--- config.mk ---
export PLATFORM = sky130hd
export DESIGN_NAME = counter_ctrl
export DESIGN_NICKNAME = d
export VERILOG_FILES = /design/src/rtl/counter_ctrl.sv
export SDC_FILE = /design/constraint.sdc
export NUM_CORES = 1
export LEC_CHECK = 0
export CORE_MARGIN = 5
export CORE_UTILIZATION = 44
export CTS_BUF_LIST = sky130_fd_sc_hd__clkbuf_8 sky130_fd_sc_hd__clkbuf_16
export DETAILED_ROUTE_END_ITERATION = 6
export PLACE_DENSITY_LB_ADDON = 0.05
export SYNTH_ARGS = -nofsm -noshare
export SYNTH_HDL_FRONTEND = slang
export SYNTH_SLANG_ARGS = --single-unit
--- constraint.sdc ---
create_clock -name clk -period 1.8 [get_ports clk]
set_clock_uncertainty 0.1 [all_clocks]
set_input_delay 0.54 -clock clk [delete_from_list [all_inputs] [get_ports clk]]
set_output_delay 0.54 -clock clk [all_outputs]
set_load 0.1 [all_outputs]
--- src/rtl/counter_ctrl.sv ---
// counter_ctrl
//   Sequencing controller that wraps an up-counter into a programmable timer with
//   start/stop/pause control, a latched terminal count and one-shot or periodic
//   operation. The controller owns the count register.
//
//   Ports
//     clk       in   1      clock, all logic on posedge
//     reset_n   in   1      synchronous active-low reset
//     start     in   1      (re)load tc, clear count, enter RUN
//     stop      in   1      abort: clear count, enter IDLE (beats start)
//     pause     in   1      freeze count while high (RUN <-> HOLD)
//     periodic  in   1      sampled with start: 1 = auto-reload, 0 = one-shot
//     tc        in   WIDTH  terminal count, latched on accepted start
//     count     out  WIDTH  current count
//     busy      out  1      high in RUN or HOLD
//     done      out  1      registered one-cycle pulse when the terminal count is consumed
//     state     out  2      IDLE=00 RUN=01 HOLD=10 DONE=11
//
//   Optional feature macro: COUNTER_CTRL_PRESCALE_EN
//     When defined, the count advances only every PRESCALE clocks spent in RUN.
//     When undefined, the count advances every RUN clock and PRESCALE is ignored.
//
//   state | meaning
//   ------+-------------------------------------------------------------
//   IDLE  | stopped, count held at 0
//   RUN   | counting toward tc_q
//   HOLD  | paused, count (and prescaler phase) frozen
//   DONE  | one-shot finished, count holds tc_q until start or stop

module counter_ctrl #(
    parameter int WIDTH    = 8,
    parameter int PRESCALE = 4
) (
    input  logic             clk,
    input  logic             reset_n,
    input  logic             start,
    input  logic             stop,
    input  logic             pause,
    input  logic             periodic,
    input  logic [WIDTH-1:0] tc,
    output logic [WIDTH-1:0] count,
    output logic             busy,
    output logic             done,
    output logic [1:0]       state
);

    typedef enum logic [1:0] {
        ST_IDLE = 2'b00,
        ST_RUN  = 2'b01,
        ST_HOLD = 2'b10,
        ST_DONE = 2'b11
    } state_t;

    state_t             state_q, state_d;
    logic [WIDTH-1:0]   count_q, count_d;
    logic [WIDTH-1:0]   tc_q, tc_d;
    logic               mode_q, mode_d;
    logic               done_q, done_d;
    logic               tick;

`ifdef COUNTER_CTRL_PRESCALE_EN
    localparam int PS_W = (PRESCALE > 2) ? $clog2(PRESCALE) : 1;
    localparam logic [PS_W-1:0] PS_MAX = PS_W'(PRESCALE - 1);

    logic [PS_W-1:0]    ps_q, ps_d;

    assign tick = (ps_q == PS_MAX);
`else
    logic               unused_prescale;

    assign unused_prescale = (PRESCALE >= 2);
    assign tick = 1'b1;
`endif

    always_comb begin
        state_d = state_q;
        count_d = count_q;
        tc_d    = tc_q;
        mode_d  = mode_q;
        done_d  = 1'b0;
`ifdef COUNTER_CTRL_PRESCALE_EN
        ps_d    = ps_q;
`endif

        if (stop) begin
            state_d = ST_IDLE;
            count_d = '0;
`ifdef COUNTER_CTRL_PRESCALE_EN
            ps_d    = '0;
`endif
        end else if (start) begin
            state_d = ST_RUN;
            count_d = '0;
            tc_d    = tc;
            mode_d  = periodic;
`ifdef COUNTER_CTRL_PRESCALE_EN
            ps_d    = '0;
`endif
        end else begin
            case (state_q)
                ST_IDLE: begin
                    count_d = '0;
                end
                ST_RUN: begin
                    if (pause) begin
                        // Pause wins over a pending terminal count: no done here.
                        state_d = ST_HOLD;
                    end else begin
`ifdef COUNTER_CTRL_PRESCALE_EN
                        ps_d = tick ? '0 : ps_q + 1'b1;
`endif
                        if (tick) begin
                            if (count_q == tc_q) begin
                                done_d = 1'b1;
                                if (mode_q) begin
                                    count_d = '0;
                                end else begin
                                    state_d = ST_DONE;
                                end
                            end else begin
                                count_d = count_q + 1'b1;
                            end
                        end
                    end
                end
                ST_HOLD: begin
                    // Resume edge only changes state; counting restarts next edge.
                    if (!pause) begin
                        state_d = ST_RUN;
                    end
                end
                ST_DONE: begin
                    state_d = ST_DONE;
                end
                default: begin
                    state_d = ST_IDLE;
                    count_d = '0;
                end
            endcase
        end
    end

    always_ff @(posedge clk) begin
        if (!reset_n) begin
            state_q <= ST_IDLE;
            count_q <= '0;
            tc_q    <= '0;
            mode_q  <= 1'b0;
            done_q  <= 1'b0;
`ifdef COUNTER_CTRL_PRESCALE_EN
            ps_q    <= '0;
`endif
        end else begin
            state_q <= state_d;
            count_q <= count_d;
            tc_q    <= tc_d;
            mode_q  <= mode_d;
            done_q  <= done_d;
`ifdef COUNTER_CTRL_PRESCALE_EN
            ps_q    <= ps_d;
`endif
        end
    end

    assign count = count_q;
    assign done  = done_q;
    assign state = state_q;
    assign busy  = (state_q == ST_RUN) || (state_q == ST_HOLD);

endmodule
==> qor.yml, run 1 <==
status: "completed"
core_area_um2: 2450
drt-pass1-iter-count: 4
start_kind: "flip-flop"
die_h_um: 60.4
clockBufferDepth: 2
synth_cell_types: 35
r2r_slack_ns: 0.06
drtIter0Drc: 18
antennaDiodeCount: 0
drv_cap: 0
worst_pin_slew_ns: 0.418
whs_ns: 0.393
grt_pass1_wl_um: 4770
slew_violations: 0
port_buffers: 25
syn_avg_cell_area_um2: 8.33
synth_ff_type: "dfxtp_1"
hold_violations: 0
hp-class: "reg2reg"
fin_crit_ns: 1.76
slowest_delay_ns: 0.37
synth_edf_count: 0
cp.arrival_ns: 1.12
start_util: 0.455
dp_slack_ns: -0.539
cts_tree: "yes"
critPathMaxFanout: 4
cts.sinks: 20
ctsHoldBuffers: 0
grt_max_degree: 12
area_growth_pct: 70.0
synth-seq-area-share: 0.359
cp.required_ns: 1.16
gp_congestion: 0.836
htreeDepth: 1
ios: 26
synth_area_leaders: "dfxtp_1, nand2_1, ha_1, xnor2_1, a21boi_0"
synth_area_leader_cell: "dfxtp_1"
num_vias: 1120
combPwrFrac: 0.226
drc: 0
max_freq_mhz: 567
yosysWarnings: 0
ant_nets: 0
synth.top_cell.area_share: 0.359
vias_per_cell: 5.36
crit_type: "reg2out"
pwr-share-seq: 0.443
internal_power_w: 0.000754
mostFrequentLayoutCell: "nand2_1"
die_w_um: 60.4
synth_seq_cells: 20
async_reset_ff_frac: 0
syn_inst: 134
p_switching_w: 0.000267
grt_usage: 0.174
slowest_stage: "dfxtp_4"
core.rowCount: 18
wl_per_cell_um: 14.1
crit_path_end_kind: "output pin"
ir_drop_mv: 0.649
cts_root_buffer: "clkbuf_8"
relSlewSlack: 0.719
worstPathCellList: "inv_2 > ha_4 > buf_12"
p_clk_frac: 0.331
final_cell_mix: "nand2_1, buf_4, buf_12, dfxtp_4"
syn_area_um2: 1120
power.leakage_nw: 0.737
setup_viol: 0
routed_wl_um: 2940
place_hpwl_um: 2200
gr-total-overflow: 0
first_global_vias: 1124
p_per_area_nw_per_um2: 538
clkLatencyLatePin_ns: 0.25
numCtsBuffers: 3
fin_nets: 201
synthesis.nets: 155
dieArea_um2: 3640
antenna_found_initial: 0
timing.final.ws_setup_ns: 0.0359
fin_crit_sh: 0.980
clk_pin_slew_ns: 0.07
p_sw_frac: 0.262
drive_above_1_share: 0.391
[logic make-up (layout without fill, tap and decap cells)]
family,count (synthesis),count (layout),synth area share
DFF,20,20,0.359
AOI/OAI and AO/OA,30,30,0.194
adders and majority gates,7,7,0.0785
and+or+nand+nor,62,62,0.283
xor gates and xnor gates,8,8,0.0628
buffers and inverters,7,52,0.0235
[per-layer routing]
| layer | wire (um) | track usage |
|---|---|---|
| met1 | 1260 | 0.206 |
| met2 | 1520 | 0.306 |
| met3 | 113 | 0.0340 |
| met4 | 43 | 0.0759 |
| met5 | 0 | 0 |
[synthesized netlist by cell type, types with 2 or more instances]
library cell  instances
nand2_1              26
dfxtp_1              20
a21boi_0              9
xnor2_1               8
ha_1                  7
nor3_1                6
nand3_1               5
nor2_1                5
o21ai_0               5
inv_1                 4
a211o_1               3
a21oi_1               3
and3_1                3
or2_2                 3
and4_4                2
clkbuf_1              2
nand2b_1              2
nor2b_1               2
nor4_1                2
o311ai_0              2
[worst max-delay path: cells and delay by family (launching register included)]
family / cells / cell delay (ns)
flip-flops: 1 / 0.37
adder cells (fa/ha/maj): 1 / 0.27
buffers and inverters: 2 / 0.23
[flip-flops by register name (all words and copies together), names as in the netlist]
name / flops
count: 8
state: 2
tc_q: 8
done: 1
mode_q: 1
[layout make-up]
cell class / count / area (um2)
flip-flops and latches: 20 / 439
fillers: 169 / 558
clock buffers: 4 / 55.1
multi-input cells: 107 / 836
inverters: 4 / 17.5
repair buffers: 44 / 512
well taps: 30 / 37.5
[power groups by stage]
stage	Clock, W	Sequential [W]	Combinational, W
finish	0.000338	0.000453	0.000230
global route	0.000362	0.000454	0.000249
CTS	0.000342	0.000449	0.000218
detailed placement	0	0.000463	0.000202
global placement	0	0.000462	0.000198
floorplan	0	0.000474	0.000104
[stage by stage]
step                      power, W  cells  setup TNS, ns   util  area [um2]
after floorplan           0.000579    134        -0.0558      -        1190
after CTS                  0.00101    208              0  0.734        1800
after global routing       0.00106    209        -0.0753  0.773        1900
after detailed placement  0.000665    200          -5.44  0.691        1700
final                      0.00102    209              0  0.773        1900
after global placement    0.000660    200          -4.67  0.691        1700
[worst paths after layout]
kind,startpoint,end,depth (start not counted)
worst min register to register,mode_q,mode_q,2
worst max-delay path,state[0],busy,3
worst max register to register,count[6],count[6],6
worst min-delay path,mode_q,mode_q,2
[timing repair]
item | in CTS | in global routing
pin swaps | 4 | 5
setup buffers | 4 | 1
gates resized for setup | 11 | 14
setup endpoints to repair | 10 | 9
No activity file was read; power rests on OpenSTA's default activity.
==> inputs of run 2 (changes only) <==
--- a/config.mk
+++ b/config.mk
@@ -5,10 +5,13 @@
 export SDC_FILE = /design/constraint.sdc
 export NUM_CORES = 1
 export LEC_CHECK = 0
+export ABC_AREA = 1
 export CORE_MARGIN = 5
-export CORE_UTILIZATION = 44
+export CORE_UTILIZATION = 50
 export CTS_BUF_LIST = sky130_fd_sc_hd__clkbuf_8 sky130_fd_sc_hd__clkbuf_16
+export CTS_CLUSTER_DIAMETER = 30
 export DETAILED_ROUTE_END_ITERATION = 6
+export DONT_BUFFER_PORTS = 1
 export PLACE_DENSITY_LB_ADDON = 0.05
 export SYNTH_ARGS = -nofsm -noshare
 export SYNTH_HDL_FRONTEND = slang
==> qor.yml, run 2 <==
async_reset_ff_frac: 0
dieArea_um2: 3490
synthesis.nets: 193
area_growth_pct: 17.8
synth_edf_count: 0
power.leakage_nw: 0.588
syn_avg_cell_area_um2: 6.99
cts.sinks: 20
cts_tree: "yes"
final_util: 0.628
fin_crit_sh: 0.981
antennaDiodeCount: 0
top_usage_layer: "met2"
ir_drop_mv: 0.442
max_freq_mhz: 566
grt_usage: 0.174
cp.arrival_ns: 1.13
synth-xor-area-share: 0.0510
synth_seq_cells: 20
ios: 26
setup_viol: 0
first_global_vias: 1117
synth.top_cell.area_share: 0.333
critPathMaxFanout: 4
p_per_area_nw_per_um2: 656
die_h_um: 59.0
synth_compound_area_frac: 0.104
drt-pass1-iter-count: 4
multi_input_area_um2: 733
drive_above_1_share: 0.234
syn_inst: 172
syn_area_um2: 1200
met1_usage: 0.229
yosys.area_share.adder: 0.0728
grt_pass1_wl_um: 4660
regArea_um2: 423
p_total_w: 0.000929
num_vias: 1100
grtUsageMet3: 0.0370
synth_top_family_by_area: "simple AND/OR/NAND/NOR gates"
yosysMostFrequentCell: "nand2_1"
start_kind: "flip-flop"
htreeDepth: 1
fin_crit_ns: 1.77
clockBufferDepth: 2
synth_ff_type: "dfxtp_1"
crit_type: "reg2out"
synth_area_leaders: "dfxtp_1, nand2_1, nor2_1, ha_1, a21oi_1"
finalSetupTns_ns: 0
synth-simple-area-share: 0.369
antenna_found_initial: 0
gr-total-overflow: 0
clkLatencyLatePin_ns: 0.26
relSlewSlack: 0.780
cp.required_ns: 1.16
drv_cap: 0
synth_area_leader_cell: "dfxtp_1"
dp_slack_ns: 0.211
vias_per_cell: 5.09
start_util: 0.533
yosysWarnings: 0
crit_path_end_kind: "output pin"
synth_cell_types: 19
final_cell_area_um2: 1420
clk_pin_slew_ns: 0.07
synthMuxAreaShare: 0
port_buffers: 0
hp-class: "in2reg"
gp_congestion: 0.910
core.rowCount: 17
place_area_um2: 1360
timing.final.ws_setup_ns: 0.0342
status: "completed"
place_hpwl_um: 2170
wl_per_cell_um: 12.4
routed_wl_um: 2680
slew_violations: 0
synth_common_cells: "nand2_1, nor2_1, dfxtp_1, inv_1, a21oi_1"
hold_violations: 0
rsz0062_at_grt: "no"
drc: 0
drtIter0Drc: 22
grt_use_met2: 0.271
mostFrequentLayoutCell: "nand2_1"
grt_max_degree: 14
r2r_slack_ns: 0.20
worst_pin_slew_ns: 0.330
ant_nets: 0
cts_root_buffer: "clkbuf_8"
synth-seq-area-share: 0.333
numCtsBuffers: 3
fin_nets: 210
nFillCells: 218
die_w_um: 59.0
final_cell_mix: "nand2_1, nor2_1, inv_1, a21oi_1"
core_area_um2: 2250
[run 2: logic make-up after synthesis]
kind of cell             count (synthesis)
XOR/XNOR                                 7
buffers and inverters                   22
flip-flops                              20
adder cells (fa/ha/maj)                  7
AO/OA/AOI/OAI                           25
AND/OR/NAND/NOR                         91
[run 2: cell type report]
cell class	instances	area share
Tap cell	28	0.0247
Inverter	20	0.0530
Clock buffer	3	0.0292
Sequential cell	20	0.299
Multi-Input combinational cell	130	0.518
Timing Repair Buffer	14	0.0742
Clock inverter	1	0.00265
[run 2: path summary, 6_finish.rpt]
path	start	end	cells after the start
worst max-delay path	state[1]	busy	2
worst min-delay path	reset_n	tc_q[3]	2
worst max register to register	state[1]	state[0]	9
worst min register to register	tc_q[1]	tc_q[1]	2
[run 2: worst max-delay path: stages (launching register included)]
cell and delay, ns:
dfxtp_4 0.37, inv_2 0.06, ha_4 0.44
[run 2: what timing repair did]
| item | CTS | global route |
|---|---|---|
| hold buffers | 0 | 0 |
| endpoints found under the hold margin | 0 | 0 |
| setup buffers | 1 | 0 |
| setup endpoints to repair | 1 | 0 |
| gates resized for setup | 2 | 0 |
[run 2: metrics by stage]
step,instances,hold WS [ns]
after floorplan,172,0.344
after global placement,211,0.354
after detailed placement,211,0.359
after CTS,216,0.312
after global routing,216,0.315
final,216,0.316
[run 2: layer usage]
layer | wire (um) | up-vias
li1 | - | 579
met1 | 1260 | 487
met2 | 1220 | 27
met3 | 139 | 7
met4 | 61 | 0
met5 | 0 | -
[run 2: power breakdown]
part	switching, W	internal, W
Combinational	0.000118	0.0000545
Sequential	0.00000937	0.000453
Clock	0.000142	0.000152
==> inputs of run 3 (changes only) <==
--- a/config.mk
+++ b/config.mk
@@ -7,11 +7,10 @@
 export LEC_CHECK = 0
 export ABC_AREA = 1
 export CORE_MARGIN = 5
-export CORE_UTILIZATION = 50
+export CORE_UTILIZATION = 45
 export CTS_BUF_LIST = sky130_fd_sc_hd__clkbuf_8 sky130_fd_sc_hd__clkbuf_16
 export CTS_CLUSTER_DIAMETER = 30
 export DETAILED_ROUTE_END_ITERATION = 6
-export DONT_BUFFER_PORTS = 1
 export PLACE_DENSITY_LB_ADDON = 0.05
 export SYNTH_ARGS = -nofsm -noshare
 export SYNTH_HDL_FRONTEND = slang
==> qor.yml, run 3 (same netlist as run 2, synthesis figures left out) <==
status: "completed"
hold_violations: 0
start_util: 0.477
critPathMaxFanout: 4
crit_path_end_kind: "output pin"
regArea_um2: 423
worstPathCellList: "inv_4 > ha_4 > buf_12"
cts.sinks: 20
core_area_um2: 2520
port_buffers: 25
p_per_area_nw_per_um2: 557
cp.required_ns: 1.16
dp_slack_ns: -0.0903
clkLatencyLatePin_ns: 0.25
core.rowCount: 18
slew_violations: 0
gp_congestion: 0.803
grt_max_degree: 14
max_freq_mhz: 573
drc: 0
fin_nets: 231
reg2regPathDepth: 7
slowest_stage: "dfxtp_4"
vias_per_cell: 4.87
drt-pass1-iter-count: 4
setup_viol: 0
wl_per_cell_um: 11.4
num_vias: 1163
clockBufferDepth: 2
area_growth_pct: 46.5
drtIter0Drc: 36
numCtsBuffers: 3
hold_depth: 2
fin_crit_sh: 0.969
cts_root_buffer: "clkbuf_8"
die_w_um: 61.7
antennaDiodeCount: 0
fin_crit_ns: 1.74
clk_pin_slew_ns: 0.07
antenna_found_initial: 0
grt_usage: 0.169
nFillCells: 208
power.leakage_nw: 0.712
relSlewSlack: 0.760
hp-class: "reg2reg"
drive_above_1_share: 0.249
slowest_delay_ns: 0.37
start_kind: "flip-flop"
multi_input_area_um2: 733
cts_tree: "yes"
final_cell_mix: "nand2_1, nor2_1, inv_1, a21oi_1, nand3_1"
die_h_um: 61.7
gr-total-overflow: 0
first_global_vias: 1167
worst_pin_slew_ns: 0.360
place_hpwl_um: 2190
ctsHoldBuffers: 0
routed_wl_um: 2720
ant_nets: 0
ir_drop_mv: 0.490
ios: 26
final_util: 0.698
timing.final.ws_setup_ns: 0.0559
htreeDepth: 1
whs_ns: 0.378
cp.arrival_ns: 1.10
mostFrequentLayoutCell: "nand2_1"
grt_pass1_wl_um: 4910
crit_type: "reg2out"
drv_cap: 0
dieArea_um2: 3810
-- run 3: path summary, 6_finish.rpt --
path            start       end  slack, ns
min           tc_q[4]   tc_q[4]       0.38
max          state[0]      busy       0.06
min reg2reg   tc_q[4]   tc_q[4]       0.38
max reg2reg  state[0]  count[4]       0.13
-- run 3: power breakdown --
| group | leakage (nW) | internal [W] | switching [W] |
|---|---|---|---|
| Clock | 0.0269 | 0.000151 | 0.000137 |
| Sequential | 0.169 | 0.000453 | 0.0000110 |
| Combinational | 0.516 | 0.0000965 | 0.000131 |
| Total | 0.712 | 0.000701 | 0.000279 |
-- run 3: repair_timing --
action	4_1_cts	5_1_grt
buffers inserted	1	2
resized for setup	1	2
pin swaps	0	0
setup endpoints to repair	1	8
-- run 3: stage by stage --
| step | cells | total power, W | instance area (um2) | setup TNS (ns) |
|---|---|---|---|---|
| finish | 239 | 0.000980 | 1760 | 0 |
| global route | 239 | 0.00104 | 1760 | -0.0171 |
| CTS | 237 | 0.000986 | 1740 | 0 |
| detailed placement | 232 | 0.000697 | 1690 | -0.515 |
| global placement | 232 | 0.000692 | 1690 | -0.0460 |
| floorplan | 172 | 0.000613 | 1240 | -0.0190 |
-- run 3: final cells by class --
type | count | share of cell area
clock inverter | 1 | 0.00213
inverter | 20 | 0.0440
clock buffer | 3 | 0.0234
timing repair buffer | 35 | 0.253
tap | 30 | 0.0213
sequential | 20 | 0.240
multi-input combinational | 130 | 0.416
-- run 3: metal layers --
| layer | track usage | routed length, um | vias to the layer above |
|---|---|---|---|
| met5 | 0 | 0 | - |
| met4 | 0.0606 | 20 | 0 |
| met3 | 0.0289 | 100 | 2 |
| met2 | 0.278 | 1340 | 18 |
| met1 | 0.223 | 1260 | 520 |
| li1 | - | - | 623 |
-- run 3: worst max-delay path: cells and delay by family, from the launching register on --
family                   cells  cell delay (ns)
adder cells (fa/ha/maj)      1             0.26
buffers and inverters        2             0.21
flip-flops                   1             0.37
